File: config.mk
export PLATFORM = sky130hd
export DESIGN_NAME = mgmt_spi_frame_engine_flat
export DESIGN_NICKNAME = d
export VERILOG_FILES = /design/src/rtl/mgmt_spi_pkg.sv /design/src/rtl/mgmt_spi_frame_engine_if.sv /design/src/rtl/mgmt_spi_shifter.sv /design/src/rtl/mgmt_spi_frame_engine.sv /design/src/flat_wrapper.sv
export SDC_FILE = /design/constraint.sdc
export NUM_CORES = 1
export LEC_CHECK = 0
export CORE_AREA = 3 3 73 75
export CTS_BUF_LIST = sky130_fd_sc_hd__clkbuf_16
export CTS_CLUSTER_DIAMETER = 30
export DETAILED_ROUTE_END_ITERATION = 6
export DIE_AREA = 0 0 76 78
export PLACE_DENSITY = 0.82
export SYNTH_ARGS = -nofsm -noshare
export SYNTH_HDL_FRONTEND = slang
export SYNTH_SLANG_ARGS = --single-unit
File: constraint.sdc
create_clock -name mgmt_clk_or_mgmt_cs_n -period 4 [get_ports mgmt_clk_or_mgmt_cs_n]
set_input_delay 0.6 -clock mgmt_clk_or_mgmt_cs_n [delete_from_list [all_inputs] [get_ports mgmt_clk_or_mgmt_cs_n]]
set_output_delay 0.6 -clock mgmt_clk_or_mgmt_cs_n [all_outputs]
set_load 0.02 [all_outputs]
File: src/rtl/mgmt_spi_pkg.sv
// Shared definitions for the management SPI frame engine: frame-state
// encoding, default command codes, register count, and the address helpers
// used by the frame FSM.
package mgmt_spi_pkg;

    // Frame parser states. Each state covers one byte slot of the frame.
    typedef enum logic [2:0] {
        ST_IDLE   = 3'd0,   // waiting for the command byte
        ST_ADDR   = 3'd1,   // waiting for the start address byte
        ST_WDATA  = 3'd2,   // burst write data bytes
        ST_RDATA  = 3'd3,   // burst read, shifting register data out
        ST_IGNORE = 3'd4    // unknown command, discard until frame end
    } state_t;

    localparam int         DEF_NUM_REGS   = 14;
    localparam logic [7:0] DEF_CMD_WRITE  = 8'h02;
    localparam logic [7:0] DEF_CMD_READ   = 8'h03;

    // Value shifted out for any address outside the register file.
    localparam logic [7:0] OOR_READ_VALUE = 8'hFF;

    // True when addr selects an implemented register.
    function automatic logic addr_in_range(input logic [7:0] addr, input int num_regs);
        return int'(addr) < num_regs;
    endfunction

    // Burst address step: the last implemented register wraps to 0, any other
    // address (including out-of-range ones) simply increments.
    function automatic logic [7:0] addr_advance(input logic [7:0] addr, input int num_regs);
        if (int'(addr) == num_regs - 1) begin
            return 8'h00;
        end
        return addr + 8'h01;
    endfunction

    // Byte to load into the TX shifter for a given address.
    function automatic logic [7:0] tx_load_value(input logic [7:0] addr,
                                                 input logic [7:0] rd_data,
                                                 input int         num_regs);
        return addr_in_range(addr, num_regs) ? rd_data : OOR_READ_VALUE;
    endfunction

endpackage

File: src/rtl/mgmt_spi_frame_engine_if.sv
// Register-file bus between the frame engine (master) and the configuration
// register file (slave). Reads are combinational; writes are a one-cycle
// strobe with address and data held alongside it.
interface mgmt_spi_frame_engine_if;

    logic [7:0] reg_rd_addr;
    logic [7:0] reg_rd_data;
    logic       reg_wr_en;
    logic [7:0] reg_wr_addr;
    logic [7:0] reg_wr_data;

    modport master (
        output reg_rd_addr,
        input  reg_rd_data,
        output reg_wr_en,
        output reg_wr_addr,
        output reg_wr_data
    );

    modport slave (
        input  reg_rd_addr,
        output reg_rd_data,
        input  reg_wr_en,
        input  reg_wr_addr,
        input  reg_wr_data
    );

endinterface

File: src/rtl/mgmt_spi_shifter.sv
// Receive side of the management SPI: collects MOSI bits MSB first and
// counts bits within the current byte. The byte being completed is presented
// combinationally so the FSM can act on it at the completing edge itself.
module mgmt_spi_shifter (
    input  logic       rst,
    input  logic       mgmt_clk_or_mgmt_cs_n,
    input  logic       mgmt_cs_n,
    input  logic       mgmt_mosi,
    output logic       byte_done,
    output logic       mid_byte,
    output logic [7:0] rx_byte
);

    // Only the seven most recent bits need storing: the eighth bit of a byte
    // is on mgmt_mosi during the edge that completes it.
    logic [6:0] rx_shift_reg;
    logic [6:0] rx_shift_next;
    logic [2:0] bit_cnt_reg;
    logic [2:0] bit_cnt_next;

    // rx_byte is the shift register contents as they would be after this edge.
    genvar gi;
    generate
        for (gi = 0; gi < 8; gi++) begin : g_rx_byte
            if (gi == 0) begin : g_lsb
                assign rx_byte[gi] = mgmt_mosi;
            end else begin : g_hist
                assign rx_byte[gi] = rx_shift_reg[gi-1];
            end
        end
    endgenerate

    // Bit edges shift and count; a frame-end edge only re-aligns the counter.
    assign rx_shift_next = mgmt_cs_n ? rx_shift_reg : rx_byte[6:0];
    assign bit_cnt_next  = mgmt_cs_n ? 3'd0 : bit_cnt_reg + 3'd1;

    assign byte_done = !mgmt_cs_n && (bit_cnt_reg == 3'd7);
    assign mid_byte  = (bit_cnt_reg != 3'd0);

    // Shift/count state register.
    always_ff @(posedge mgmt_clk_or_mgmt_cs_n or posedge rst) begin
        if (rst) begin
            rx_shift_reg <= '0;
            bit_cnt_reg  <= '0;
        end else begin
            rx_shift_reg <= rx_shift_next;
            bit_cnt_reg  <= bit_cnt_next;
        end
    end

endmodule

File: src/rtl/mgmt_spi_frame_engine.sv
// Management SPI frame engine. Frames are: command byte, start address byte,
// then any number of data bytes. Write bursts strobe the register file once
// per data byte; read bursts preload the TX shifter with register data at
// each byte boundary so the next byte is ready before its first bit goes out.
// The clock is the SPI clock ORed with chip select: edges with CS low are bit
// edges, the edge produced by CS rising ends the frame.
module mgmt_spi_frame_engine
    import mgmt_spi_pkg::*;
#(
    parameter int         NUM_REGS  = DEF_NUM_REGS,
    parameter logic [7:0] CMD_WRITE = DEF_CMD_WRITE,
    parameter logic [7:0] CMD_READ  = DEF_CMD_READ
) (
    input  logic                            rst,
    input  logic                            mgmt_clk_or_mgmt_cs_n,
    input  logic                            mgmt_cs_n,
    input  logic                            mgmt_mosi,
    output logic                            miso_bit,
    mgmt_spi_frame_engine_if.master         reg_bus,
    output logic                            frame_active,
    output logic                            frame_err,
    output logic                            cmd_err
);

    state_t     state_reg,        state_next;
    logic       write_mode_reg,   write_mode_next;
    logic [7:0] addr_ptr_reg,     addr_ptr_next;
    logic [7:0] tx_shift_reg,     tx_shift_next;
    logic       frame_active_reg, frame_active_next;
    logic       frame_err_reg,    frame_err_next;
    logic       cmd_err_reg,      cmd_err_next;
    logic       wr_en_reg,        wr_en_next;
    logic [7:0] wr_addr_reg,      wr_addr_next;
    logic [7:0] wr_data_reg,      wr_data_next;

    logic       byte_done;
    logic       mid_byte;
    logic [7:0] rx_byte;
    logic [7:0] addr_ptr_adv;
    logic [7:0] rd_addr_comb;

    mgmt_spi_shifter u_shifter (
        .rst                   (rst),
        .mgmt_clk_or_mgmt_cs_n (mgmt_clk_or_mgmt_cs_n),
        .mgmt_cs_n             (mgmt_cs_n),
        .mgmt_mosi             (mgmt_mosi),
        .byte_done             (byte_done),
        .mid_byte              (mid_byte),
        .rx_byte               (rx_byte)
    );

    assign addr_ptr_adv = addr_advance(addr_ptr_reg, NUM_REGS);

    // Read address: at a byte-completing edge that loads the TX shifter, point
    // at the address the pointer is about to take so its data is captured on
    // that same edge; otherwise follow the pointer.
    always_comb begin
        rd_addr_comb = addr_ptr_reg;
        if (byte_done) begin
            if (state_reg == ST_ADDR) begin
                rd_addr_comb = rx_byte;
            end else if (state_reg == ST_RDATA) begin
                rd_addr_comb = addr_ptr_adv;
            end
        end
    end

    // Next-state and datapath updates for one edge.
    always_comb begin
        state_next        = state_reg;
        write_mode_next   = write_mode_reg;
        addr_ptr_next     = addr_ptr_reg;
        tx_shift_next     = tx_shift_reg;
        frame_active_next = frame_active_reg;
        frame_err_next    = frame_err_reg;
        cmd_err_next      = cmd_err_reg;
        wr_en_next        = 1'b0;
        wr_addr_next      = wr_addr_reg;
        wr_data_next      = wr_data_reg;

        if (mgmt_cs_n) begin
            // Frame end: pointer and TX data survive; a partial byte is an error.
            state_next        = ST_IDLE;
            frame_active_next = 1'b0;
            if (mid_byte) begin
                frame_err_next = 1'b1;
            end
        end else begin
            frame_active_next = 1'b1;
            // The first bit of a frame clears the previous frame's errors.
            if (!frame_active_reg) begin
                frame_err_next = 1'b0;
                cmd_err_next   = 1'b0;
            end

            case (state_reg)
                ST_IDLE: begin
                    if (byte_done) begin
                        if (rx_byte == CMD_WRITE) begin
                            state_next      = ST_ADDR;
                            write_mode_next = 1'b1;
                        end else if (rx_byte == CMD_READ) begin
                            state_next      = ST_ADDR;
                            write_mode_next = 1'b0;
                        end else begin
                            state_next   = ST_IGNORE;
                            cmd_err_next = 1'b1;
                        end
                    end
                end

                ST_ADDR: begin
                    if (byte_done) begin
                        // Out-of-range start addresses are kept as-is.
                        addr_ptr_next = rx_byte;
                        if (write_mode_reg) begin
                            state_next = ST_WDATA;
                        end else begin
                            state_next    = ST_RDATA;
                            tx_shift_next = tx_load_value(rx_byte, reg_bus.reg_rd_data, NUM_REGS);
                        end
                    end
                end

                ST_WDATA: begin
                    if (byte_done) begin
                        if (addr_in_range(addr_ptr_reg, NUM_REGS)) begin
                            wr_en_next   = 1'b1;
                            wr_addr_next = addr_ptr_reg;
                            wr_data_next = rx_byte;
                        end
                        addr_ptr_next = addr_ptr_adv;
                    end
                end

                ST_RDATA: begin
                    if (byte_done) begin
                        addr_ptr_next = addr_ptr_adv;
                        tx_shift_next = tx_load_value(addr_ptr_adv, reg_bus.reg_rd_data, NUM_REGS);
                    end else begin
                        tx_shift_next = {tx_shift_reg[6:0], 1'b0};
                    end
                end

                ST_IGNORE: begin
                    // Bits are consumed by the shifter; nothing else happens.
                end

                default: begin
                    state_next = ST_IDLE;
                end
            endcase
        end
    end

    // Frame state register.
    always_ff @(posedge mgmt_clk_or_mgmt_cs_n or posedge rst) begin
        if (rst) begin
            state_reg        <= ST_IDLE;
            write_mode_reg   <= 1'b0;
            addr_ptr_reg     <= '0;
            tx_shift_reg     <= '0;
            frame_active_reg <= 1'b0;
            frame_err_reg    <= 1'b0;
            cmd_err_reg      <= 1'b0;
            wr_en_reg        <= 1'b0;
            wr_addr_reg      <= '0;
            wr_data_reg      <= '0;
        end else begin
            state_reg        <= state_next;
            write_mode_reg   <= write_mode_next;
            addr_ptr_reg     <= addr_ptr_next;
            tx_shift_reg     <= tx_shift_next;
            frame_active_reg <= frame_active_next;
            frame_err_reg    <= frame_err_next;
            cmd_err_reg      <= cmd_err_next;
            wr_en_reg        <= wr_en_next;
            wr_addr_reg      <= wr_addr_next;
            wr_data_reg      <= wr_data_next;
        end
    end

    // The external falling-edge stage only sees shifter data during reads.
    assign miso_bit            = (state_reg == ST_RDATA) ? tx_shift_reg[7] : 1'b0;
    assign reg_bus.reg_rd_addr = rd_addr_comb;
    assign reg_bus.reg_wr_en   = wr_en_reg;
    assign reg_bus.reg_wr_addr = wr_addr_reg;
    assign reg_bus.reg_wr_data = wr_data_reg;
    assign frame_active        = frame_active_reg;
    assign frame_err           = frame_err_reg;
    assign cmd_err             = cmd_err_reg;

endmodule

File: src/flat_wrapper.sv
// flat-port wrapper written by rule: the top's interface ports become plain ports
module mgmt_spi_frame_engine_flat import mgmt_spi_pkg::*;
#(
    parameter int         NUM_REGS  = DEF_NUM_REGS,
    parameter logic [7:0] CMD_WRITE = DEF_CMD_WRITE,
    parameter logic [7:0] CMD_READ  = DEF_CMD_READ
)
  (rst, mgmt_clk_or_mgmt_cs_n, mgmt_cs_n, mgmt_mosi, miso_bit, frame_active, frame_err, cmd_err, reg_bus_reg_rd_addr, reg_bus_reg_rd_data, reg_bus_reg_wr_en, reg_bus_reg_wr_addr, reg_bus_reg_wr_data);
  mgmt_spi_frame_engine_if reg_bus_i ();
  input  logic rst;
  input  logic mgmt_clk_or_mgmt_cs_n;
  input  logic mgmt_cs_n;
  input  logic mgmt_mosi;
  output logic miso_bit;
  output logic frame_active;
  output logic frame_err;
  output logic cmd_err;
  output wire logic [$bits(reg_bus_i.reg_rd_addr)-1:0] reg_bus_reg_rd_addr;
  input wire logic [$bits(reg_bus_i.reg_rd_data)-1:0] reg_bus_reg_rd_data;
  output wire logic [$bits(reg_bus_i.reg_wr_en)-1:0] reg_bus_reg_wr_en;
  output wire logic [$bits(reg_bus_i.reg_wr_addr)-1:0] reg_bus_reg_wr_addr;
  output wire logic [$bits(reg_bus_i.reg_wr_data)-1:0] reg_bus_reg_wr_data;
  assign reg_bus_reg_rd_addr = reg_bus_i.reg_rd_addr;
  assign reg_bus_i.reg_rd_data = reg_bus_reg_rd_data;
  assign reg_bus_reg_wr_en = reg_bus_i.reg_wr_en;
  assign reg_bus_reg_wr_addr = reg_bus_i.reg_wr_addr;
  assign reg_bus_reg_wr_data = reg_bus_i.reg_wr_data;
  mgmt_spi_frame_engine #(.NUM_REGS(NUM_REGS), .CMD_WRITE(CMD_WRITE), .CMD_READ(CMD_READ)) u_core (.rst(rst), .mgmt_clk_or_mgmt_cs_n(mgmt_clk_or_mgmt_cs_n), .mgmt_cs_n(mgmt_cs_n), .mgmt_mosi(mgmt_mosi), .miso_bit(miso_bit), .reg_bus(reg_bus_i), .frame_active(frame_active), .frame_err(frame_err), .cmd_err(cmd_err));
endmodule
==> key figures <==
Detailed routing
  • Initial DRC Count: 207
  • Routed WL: 6170 um
  • Routed WL per cell: 16.7 um
  • Via count: 2225
  • Pre-antenna DRT Iters: 4
  • Final ANT Viol Nets: 0
  • DRC violations left: 0
  • Vias/cell: 6.03

Clock tree
  • Worst skew pair latency: 0.29 ns
  • CTS sink count: 50
  • Clock root buffer master: clkbuf_16
  • TritonCTS buffer count: 5
  • CTS Hold Buffers Added: 0
  • PostCTS Resize Cnt: 0
  • CTS tree: done
  • Setup bufs post-CTS: 0
  • Clock transition at path regs: 0.06 ns
  • H-tree Lvls: 2
  • Clk buf depth: 2

Min path
  • Worst hold path depth: 1
  • Worst Hold Class: reg -> reg
  • HP Start: u_core.u_shifter.bit_cnt_reg[0]$_DFF_PP0_
  • Hold Path Sink: u_core.u_shifter.bit_cnt_reg[0]$_DFF_PP0_

Layout
  • Fill count: 342
  • Finished Core Util: 69.6%
  • Area grow syn2layout: 22.3%
  • ANT cells: 0
  • Fin nets: 318
  • Layout cells sized above 1: 10.9%

Synthesis
  • Most frequent cells after synthesis: dfrtp_1, clkbuf_1, a21oi_1, nand2_1, nor2_1
  • Synth Instances: 270
  • Synthesis Warnings: 0
  • Synth Register Bits: 50
  • Ys flop type: dfrtp_1
  • Post-synth EDFFs: 0
  • Synth cell types: 51
  • Largest cells by area after synthesis: dfrtp_1, mux2_2, a21oi_1
  • Syn_area_per_cell: 9.95 sq um
  • Synth top area share: 46.6%
  • Sequential element share of the synthesized area: 46.6%
  • Synth area leader: dfrtp_1
  • Async SR Flop Fraction: 100%
  • Syn nets: 287
  • Post-Syn Area: 2690 sq um
  • Most common cell in the netlist: dfrtp_1

Placement
  • Routability cong.: 0.891
  • Port bufs: 40
  • Final HPWL DP: 4250 um

STA
  • Finish-stage setup viols: 0
  • Final min period: 3.58 ns
  • Max Slew Vio Count: 0
  • Final worst path period share: 89.6%
  • Fin Setup TNS: 0 ns
  • Tightest Pin Transition: 1.03 ns
  • RSZ-0062 raised after global routing: false
  • Skew final: 0.00230 ns
  • Max-slew headroom: 31.3%
  • Fmax: 0.279 GHz
  • Final hold vios: 0

Power and ir drop
  • Cell Pwr Density: 349 nW/um^2
  • Worst vdd ir: 301 uV
  • Combinational Power Share: 8.6%
  • Clock share of power: 42.0%
  • Register share of total power: 49.4%
  • Switch Pwr: 271 uW
  • Int Pwr: 875 uW
  • Leak: 1.40 nW
  • Switching share of power: 23.7%

GRT
  • Largest net degree at the start of global routing: 51
  • Global Route Usage Sum: 22.3%
  • First-pass GRT wire length: 10600 um
  • Initial antenna violation count: 0
  • Total gr overflow: 0
  • Vias in the first global route: 2209

Setup path
  • Worst r2r src: u_core.addr_ptr_reg[6]$_DFFE_PP0P_
  • Setup crit start kind: flip-flop
  • Crit path depth: 6
  • Req. time, crit path: 3.40 ns
  • R2R depth: 3
  • CP Cell Sequence: or4_4 -> o311ai_0 -> nor2b_1 -> o21ai_0 -> nand2_1 -> clkdlybuf4s50_1
  • Slowest-stage cell, CP: o311ai_0
  • CP Max Fanout: 9
  • Setup crit end kind: output pin
  • CP peak stage delay: 0.73 ns
  • Setup Crit Path Kind: reg -> out
  • Worst path arrival time: 2.98 ns
  • RR Endpoint: u_core.reg_bus.reg_wr_data[6]$_DFFE_PP0P_
  • Cell family with most CP delay: compound AO/OA/AOI/OAI gates
  • FF-to-FF setup slack: 1.42 ns
  • Worst Path Buf+Inv: 1

Die
  • Total Die Area: 5930 sq um
  • Core area: 4720 sq um
  • Initial Util: 56.9%
  • Die Ht: 78 um
  • Std cell rows: 25
  • # IOs: 41
  • Die width: 76 um

Flow run
  • Total of max-cap violations: 0

Run status
  • Status: completed
-- worst register-to-register path: cells and delay by family (launching register included) --
kind             cells  cell delay, ns
flip-flops           1            0.48
AND/OR/NAND/NOR      1            0.62
AO/OA/AOI/OAI        1            0.95
multiplexers         1            0.42
-- placed cells by master (no fill, tap or decap), types with 5 or more instances in the layout --
cell type / count
dfrtp_1: 50
clkdlybuf4s50_1: 40
nand2_1: 18
a21oi_1: 18
nor2_1: 17
o21ai_0: 16
mux2_2: 15
nor2b_1: 10
o22a_1: 10
nand2b_1: 8
inv_1: 7
o31ai_1: 7
buf_4: 6
nor3_1: 5
a31oi_1: 5
mux2_1: 5
ha_1: 5
clkbuf_16: 5
-- power groups by stage --
stage / sequential [mW] / clock, mW / combinational [mW]
finish: 0.566 / 0.481 / 0.0989
CTS: 0.565 / 0.486 / 0.0999
floorplan: 0.564 / 0 / 0.0639
detailed placement: 0.574 / 0 / 0.0992
global placement: 0.573 / 0 / 0.0960
global route: 0.571 / 0.505 / 0.110
-- per-stage QoR --
| step | setup WS [ns] | hold slack, ns | cells | area [sq um] | total power, mW |
|---|---|---|---|---|---|
| floorplan | 1.17 | 0.424 | 270 | 2690 | 0.627 |
| global placement | 0.583 | 0.444 | 361 | 3120 | 0.669 |
| detailed placement | 0.582 | 0.482 | 361 | 3120 | 0.673 |
| CTS | 0.475 | 0.492 | 369 | 3290 | 1.15 |
| global route | 0.203 | 0.515 | 369 | 3290 | 1.19 |
| finish | 0.417 | 0.486 | 369 | 3290 | 1.15 |
-- cells by family (layout without fill, tap and decap cells) --
| logic type | count (synthesis) | after routing | share of synthesized area, % |
|---|---|---|---|
| compound gates | 82 | 82 | 21.4 |
| xor+xnor | 2 | 2 | 0.652 |
| fa+ha+maj | 5 | 5 | 2.33 |
| buf+inv | 30 | 62 | 4.80 |
| flops | 50 | 50 | 46.6 |
| mux | 20 | 20 | 8.38 |
| simple gates | 81 | 81 | 15.9 |
-- how the worst max path moves through the flow --
| stage | from | to | slack, ns |
|---|---|---|---|
| 2_1_floorplan | mgmt_cs_n | reg_bus_reg_rd_addr[5] | 1.17 |
| 3_3_place_gp | mgmt_cs_n | reg_bus_reg_rd_addr[3] | 0.58 |
| 4_1_cts | u_core.addr_ptr_reg[6]$_DFFE_PP0P_ | reg_bus_reg_rd_addr[3] | 0.47 |
| 5_1_grt | u_core.addr_ptr_reg[4]$_DFFE_PP0P_ | reg_bus_reg_rd_addr[3] | 0.20 |
| 3_5_place_dp | mgmt_cs_n | reg_bus_reg_rd_addr[5] | 0.58 |
| 6_report | u_core.addr_ptr_reg[6]$_DFFE_PP0P_ | reg_bus_reg_rd_addr[3] | 0.42 |
-- routing by layer --
layer | track usage (%) | share of wire [%] | vias up
met5 | 0 | 0 | -
li1 | - | - | 1056
met4 | 8.70 | 1.7 | 0
met3 | 4.64 | 6.2 | 10
met2 | 35.1 | 47 | 79
met1 | 30.3 | 45 | 1080
-- cell type report --
cell class / count / area (sq um) / share of cell area, %
clock buffers: 5 / 125 / 3.81
clock inverters: 3 / 43.8 / 1.33
inverters: 8 / 30.0 / 0.914
multi-input cells: 190 / 1310 / 39.8
flip-flops and latches: 50 / 1250 / 38.1
well taps: 67 / 83.8 / 2.55
repair buffers: 46 / 445 / 13.6
Power figures use the tool's default switching activity.
